[src/rtl/adc_event_readout_ctrl.sv]
// adc_event_readout_ctrl: walks the ADC event buffer from the top row down and serialises each row onto a valid/ready stream.
// Define ADC_EVT_HEADER_EN to prefix every event with a header beat.
module adc_event_readout_ctrl #(
  parameter int DEPTH = 64,
  parameter int ADDR_W = 6,
  parameter int DATA_W = 768,
  parameter int OUT_W = 64,
  parameter int RD_LATENCY = 2
) (
  input  logic              rd_clk,
  input  logic              rst_n,
  input  logic              evt_done,
  input  logic [ADDR_W:0]   n_samples,
  output logic [ADDR_W-1:0] read_addr,
  input  logic [DATA_W-1:0] buf_data_in,
  output logic [OUT_W-1:0]  m_data,
  output logic              m_valid,
  input  logic              m_ready,
  output logic              m_first,
  output logic              m_last,
  output logic              busy,
  output logic [15:0]       evt_cnt,
  output logic [15:0]       drop_cnt
);
  localparam int BEATS = DATA_W / OUT_W;
  localparam int BW = BEATS > 1 ? $clog2(BEATS) : 1;
  localparam int LW = RD_LATENCY > 1 ? $clog2(RD_LATENCY) : 1;
  localparam logic [ADDR_W:0] FULL = (ADDR_W+1)'(DEPTH);
  localparam logic [ADDR_W-1:0] TOP = ADDR_W'(DEPTH - 1);
`ifdef ADC_EVT_HEADER_EN
  typedef enum logic [2:0] {IDLE, HDR, FETCH, WAIT, SHIFT} state_t;
  localparam state_t START = HDR;
`else
  typedef enum logic [1:0] {IDLE, FETCH, WAIT, SHIFT} state_t;
  localparam state_t START = FETCH;
`endif
  state_t state, state_n;
  logic [ADDR_W:0] rem;
  logic [LW-1:0] wcnt;
  logic [BW-1:0] beat;
  logic [DATA_W-1:0] sreg;
  logic last_row, row_end;
  always_ff @(posedge rd_clk) begin
    if (!rst_n) state <= IDLE;
    else state <= state_n;
  end
  always_comb begin
`ifdef ADC_EVT_HEADER_EN
    m_valid = state == SHIFT || state == HDR;
    m_first = state == HDR;
    m_data = state == HDR ? OUT_W'({9'h1A5, 7'(rem), evt_cnt}) : state == SHIFT ? sreg[OUT_W-1:0] : '0;
`else
    m_valid = state == SHIFT;
    m_first = state == SHIFT && read_addr == TOP && beat == '0;
    m_data = state == SHIFT ? sreg[OUT_W-1:0] : '0;
`endif
    last_row = rem == (ADDR_W+1)'(1);
    m_last = state == SHIFT && last_row && beat == BW'(BEATS - 1);
    busy = state != IDLE;
    row_end = state == SHIFT && m_ready && beat == BW'(BEATS - 1);
    state_n = state;
    case (state)
      IDLE: state_n = evt_done ? START : IDLE;
`ifdef ADC_EVT_HEADER_EN
      HDR: state_n = m_ready ? FETCH : HDR;
`endif
      FETCH: state_n = WAIT;
      WAIT: state_n = wcnt == '0 ? SHIFT : WAIT;
      SHIFT: state_n = row_end ? (last_row ? IDLE : FETCH) : SHIFT;
      default: state_n = IDLE;
    endcase
  end
  // The first row is always the top address, so m_first needs no extra flag.
  always_ff @(posedge rd_clk) begin
    if (!rst_n) begin
      read_addr <= TOP;
      rem <= '0;
      wcnt <= '0;
      beat <= '0;
      sreg <= '0;
      evt_cnt <= '0;
      drop_cnt <= '0;
    end else begin
      if (state == IDLE && evt_done) begin
        rem <= (n_samples == '0 || n_samples > FULL) ? FULL : n_samples;
        evt_cnt <= evt_cnt + 16'd1;
      end
      if (state != IDLE && evt_done && drop_cnt != 16'hFFFF) drop_cnt <= drop_cnt + 16'd1;
      wcnt <= state == FETCH ? LW'(RD_LATENCY - 1) : wcnt - LW'(1);
      if (state == WAIT && wcnt == '0) begin
        sreg <= buf_data_in;
        beat <= '0;
      end else if (state == SHIFT && m_ready) begin
        sreg <= sreg >> OUT_W;
        beat <= beat + BW'(1);
      end
      if (row_end) begin
        rem <= rem - (ADDR_W+1)'(1);
        read_addr <= last_row ? TOP : read_addr - ADDR_W'(1);
      end
    end
  end
endmodule
[config.mk]
export PLATFORM = sky130hd
export DESIGN_NAME = adc_event_readout_ctrl
export DESIGN_NICKNAME = d
export VERILOG_FILES = /design/src/rtl/adc_event_readout_ctrl.sv
export SDC_FILE = /design/constraint.sdc
export NUM_CORES = 2
export LEC_CHECK = 0
export CAP_MARGIN = 15
export CORE_AREA = 2 2 349 351
export CTS_BUF_LIST = sky130_fd_sc_hd__clkbuf_4 sky130_fd_sc_hd__clkbuf_8
export CTS_CLUSTER_SIZE = 10
export DETAILED_ROUTE_END_ITERATION = 6
export DIE_AREA = 0 0 351 353
export PLACE_DENSITY = 0.5
export SYNTH_ARGS = -nofsm -noshare
export SYNTH_HDL_FRONTEND = slang
export SYNTH_SLANG_ARGS = --single-unit
[constraint.sdc]
create_clock -name rd_clk -period 2.4 [get_ports rd_clk]
set_input_delay 0.72 -clock rd_clk [delete_from_list [all_inputs] [get_ports rd_clk]]
set_output_delay 0.72 -clock rd_clk [all_outputs]
set_load 0.01 [all_outputs]
* Word-level counts from Yosys, hierarchy flattened
Index checks and enable logic that the tools add are counted.
** Storage, ports and cells
- Bits in registers :: 820
- Input port bits :: 779
- Logic and storage cells :: 55
- Output and inout bits :: 106
** Cells by class
- Magnitude comparators :: 1
- Reduce and logical (&&, ||, !) cells :: 18
- Multiplexer cells :: 13
- Bitwise operators :: 2
- Add/subtract/negate cells :: 6
- Eq/ne operators :: 7
** Operator list (count)
- 2-to-1 mux 768 bit :: 2
- 2-to-1 mux 64 bit :: 1
- adder 16 x 1 -> 16 bit, second input constant :: 2
- 2-to-1 mux 7 bit :: 3
- inequality test 16 bit, second input constant :: 1
- logical AND 1 bit :: 10
- case mux 2 bit (4 select lines) :: 1
- equality test 7 x 1 -> 1 bit, second input constant :: 1
- > comparator 7 bit, second input constant :: 1
- logical NOT 7 bit :: 1
- subtractor 7 x 1 -> 7 bit, second input constant :: 1
- equality test 6 bit, second input constant :: 1
- 2-to-1 mux 6 bit :: 1
- nonzero test 2 bit :: 3
- subtractor 6 x 1 -> 6 bit, second input constant :: 1
- adder 4 x 1 -> 4 bit, second input constant :: 1
- equality test 2 bit, second input constant :: 2
- equality test 4 bit, second input constant :: 1
- logical NOT 4 bit :: 1
- 2-to-1 mux 1 bit :: 4
- equality test 2 x 1 -> 1 bit, second input constant :: 1
- logical NOT 2 bit :: 1
- 2-to-1 mux 2 bit :: 1
- inverter 1 bit :: 2
- 3 further kinds :: 3

* Logic depth before layout (Yosys ltp)
- Word-level depth :: 5
- Mapped depth :: 9
- Mapped depth without buffers :: 6

* Least setup slack after synthesis
No wires, ideal clock.
- Path kind :: input -> register
- Start :: input evt_done
- End :: register rem[5]
- Setup time :: 0.120 ns
- Path buffers :: 1
- Data arrival time :: 1.855 ns
- Cell stages on the path :: 5
- Slack :: 0.425 ns
- Required time :: 2.280 ns
- Cells stage by stage :: or3b_2 -> clkbuf_1 -> o21ai_0 -> a21boi_0 -> o31a_1
** On the way
- Longest elaborated chain between the ends :: 2
** RTL lines
- from (decl) :: line 12 : input logic evt_done,
- logical AND 1 bit :: line 84 : if (state == IDLE && evt_done) begin
- nonzero test 2 bit (no source line)
- to (signal assigned) :: line 85 : rem <= (n_samples == '0 || n_samples > FULL) ? FULL : n_samples;
- to (signal assigned) :: line 98 : rem <= rem - (ADDR_W+1)'(1);
- to (decl) :: line 38 : logic [ADDR_W:0] rem;
No other way between the ends.
A chain may end at the register's enable or synchronous reset.

* Worst setup path in the final report
- Start :: register state[1]
- End :: output m_data[27]
** On the way
- Longest elaborated chain between the ends :: 2
** RTL lines
- from (decl) :: line 37 : state_t state, state_n;
- from (signal assigned) :: line 45 : else state <= state_n;
- equality test 2 bit :: line 55 : m_data = state == SHIFT ? sreg[OUT_W-1:0] : '0;
- 2-to-1 mux 64 bit :: line 55
- to (decl) :: line 16 : output logic [OUT_W-1:0] m_data,
No other way between the ends.

==> flow_metrics.env <==
export IMPL_setup_viol=66
export IMPL_track_usage_pct=22.5
export IMPL_status="finished with violations"
export IMPL_grt_busiest_layer="met2"
export IMPL_cts_buffers=151
export IMPL_tightest_slew_ns=0.483
export IMPL_vias=35900
export IMPL_fin_area_um2=51600
export IMPL_grtUsageMet3_pct=5.78
export IMPL_die_y_um=353
export IMPL_grt_setup_unrepaired="true"
export IMPL_power_density_nw_per_um2=709
export IMPL_detail_route_antenna_nets=0
export IMPL_die_area_um2=124000
export IMPL_drc=0
export IMPL_port_buffer_count=884
export IMPL_start_util_pct=29.1
export IMPL_multi_input_area_um2=17200
export IMPL_period_share_pct=111
export IMPL_cts_tree="yes"
export IMPL_fmax_ghz=0.376
export IMPL_dp_hpwl_mm=109
export IMPL_syn_nets=5306
export IMPL_synth_seq_cells=820
export IMPL_max_slew_margin_pct=67.5
export IMPL_finalCriticalPeriod_ns=2.66
export IMPL_maxCapViolations=0
export IMPL_area_delta_synth_final_pct=47.1
export IMPL_wire_per_inst_um=20.9
export IMPL_syn_mean_instance_area_um2=7.76
export IMPL_seq_area_frac_synth_pct=46.8
export IMPL_synth_edf_count=0
export IMPL_grt_pass1_wl_mm=214
export IMPL_clk_pin_slew_worst_paths_ns=0.06
export IMPL_syn_instance_count=4519
export IMPL_num_rows=128
export IMPL_required_ns=1.68
export IMPL_synth_common_cells="nand2_1 (1439), dfxtp_1 (820), nor2_1 (787)"
export IMPL_hold_violations=0
export IMPL_path_max_fanout=22
export IMPL_routed_via_density=5.02
export IMPL_drtIter0Drc=2265
export IMPL_netlist_area_um2=35100
export IMPL_dpl_cell_area_um2=46800
export IMPL_ys_flop_type="dfxtp_1"
export IMPL_die_x_um=351
export IMPL_place_ws_ns=-0.322
export IMPL_met1_usage_pct=29.5
export IMPL_violations="negative setup slack"
export IMPL_worst_ir_drop_vdd_mv=0.459
export IMPL_setup_ws_ns=-0.259
export IMPL_drive_gt1_share_pct=13.2
export IMPL_hold_buffers=0
export IMPL_crit_type="reg -> out"
export IMPL_ioPinCount=885
export IMPL_synth_top_area_share_pct=46.8
export IMPL_synth_async_sr_flop_share_pct=0
export IMPL_antenna_found_initial=48
export IMPL_fin_cells=7146
export IMPL_h_tree_depth=4
export IMPL_cts_root_buffer="clkbuf_8"
export IMPL_clkLatencyLatePin_ns=0.82
export IMPL_overflow=0
export IMPL_first_pass_iters=5
export IMPL_routed_wl_mm=149
export IMPL_routabilityCongestion=0.852
export IMPL_yosysMostFrequentCell="nand2_1"
export IMPL_clockBufferDepth=3
export IMPL_hold_ws_ns=0.452
export IMPL_layout_nets=6188
export IMPL_place_inst=6811
export IMPL_worst_ep_arrival_time_ns=1.94
export IMPL_yosysWarnings=0
export IMPL_postLayoutCoreUtil_pct=42.8
export IMPL_slew_violations=0
export IMPL_end_kind="output pin"
export IMPL_fill_cells=12400
export IMPL_coreArea_um2=121000
export IMPL_grtUsageMet2_pct=35.7
export IMPL_skew_ns=0.0398
export IMPL_grt_max_degree=80
export IMPL_min_path_type="reg -> reg"
export IMPL_yosys_area_top_type="dfxtp_1"
export IMPL_synth_cell_types=54
export IMPL_leakage_nw=17.0
export IMPL_grt_pass1_vias=33900
export IMPL_cts_sinks=820
export IMPL_setup_worst_path_start_class="flip-flop"
export IMPL_synthTopCellsByArea="dfxtp_1 (47%), a311oi_1 (18%), nand2_1 (15%)"
export IMPL_seqCellArea_um2=16400
==> area by class of cell <==
cell class                 count  area share (%)
clock inverter                16           0.216
tap                         1625            3.94
clock buffer                 242            5.66
antenna                       15          0.0727
inverter                      13           0.114
multi-input combinational   3245            33.3
timing repair buffer        1170            24.9
sequential                   820            31.8
==> cell families after synthesis <==
group	after synthesis	synth area share (%)
xor+xnor	16	0.399
compound gates	834	20.1
buf+inv	454	5.54
flops	820	46.8
mux	6	0.175
simple gates	2381	26.7
fa+ha+maj	8	0.285
==> routing by layer <==
metal  routed length [µm]  vias up
li1                     -    17700
met1                66400    16700
met2                68100     1152
met3                10400      261
met4                 4070       68
met5                  471        -
==> cells in the final DEF (no fill, tap or decap), drive strengths merged, types with 2 or more instances in the layout <==
cell type | netlist | routed
diode | 0 | 15
clkinv | 0 | 9
and3 | 67 | 67
nor4 | 9 | 9
inv | 13 | 18
dlygate4sd2 | 0 | 35
a21oi | 24 | 24
or4 | 11 | 11
clkinvlp | 0 | 2
nor4b | 2 | 2
clkdlybuf4s50 | 0 | 778
a311oi | 705 | 705
or3 | 13 | 13
nor3 | 7 | 7
o31ai | 8 | 8
a22oi | 65 | 65
buf | 189 | 337
a21boi | 3 | 3
xor2 | 7 | 7
nand4b | 2 | 2
dfxtp | 820 | 820
nor2 | 787 | 787
clkbuf | 252 | 259
nand2b | 5 | 5
mux2i | 5 | 5
ha | 8 | 8
and2 | 4 | 4
nand2 | 1439 | 1439
xnor2 | 9 | 9
or2 | 5 | 5
clkdlybuf4s15 | 0 | 3
nand3 | 13 | 13
o21a | 3 | 3
o2111a | 2 | 2
o21ai | 15 | 15
nand4 | 13 | 13
==> state kept, by name, indices dropped and copies added (netlist names) <==
signal	cells
rem	7
drop_cnt	16
wcnt	1
evt_cnt	16
beat	4
state	2
sreg	768
read_addr	6
==> critical path, cell delays in order, from the launching register on <==
cell and delay (ns):
dfxtp_4 0.37, buf_12 0.14, buf_12 0.13, buf_12 0.16, and3_4 0.20, buf_6 0.10
==> power breakdown <==
group	internal (mW)	leakage (nW)	switching [mW]
clock network	7.67	1.63	5.99
registers	14.9	6.69	0.792
logic	3.53	8.68	3.77
==> timing repair <==
| action | CTS | global route |
|---|---|---|
| endpoints found under the setup margin | 106 | 434 |
| hold endpoints to repair | 0 | 0 |
| cloned | 7 | 18 |
| setup buffers | 18 | 25 |
| resized for setup | 459 | 110 |
| pin swaps | 43 | 32 |
==> metrics by stage <==
stage	power, mW	setup TNS (ns)
floorplan	19.2	0
global placement	22.5	-131.06
CTS	36.6	-19.70
detailed placement	22.6	-140.62
finish	36.6	-12.90
global route	38.4	-18.25
==> final timing paths <==
kind	depth (start not counted)	start	end	slack, ns
setup / recovery	5	state[1]$_SDFF_PN0_	m_data[27]	-0.26
hold / removal	2	sreg[528]$_SDFFE_PN0P_	sreg[464]$_SDFFE_PN0P_	0.45
setup reg to reg	12	state[0]$_SDFF_PN0_	sreg[404]$_SDFFE_PN0P_	0.04
hold reg to reg	2	sreg[528]$_SDFFE_PN0P_	sreg[464]$_SDFFE_PN0P_	0.45
Power figures use the tool's default switching activity.
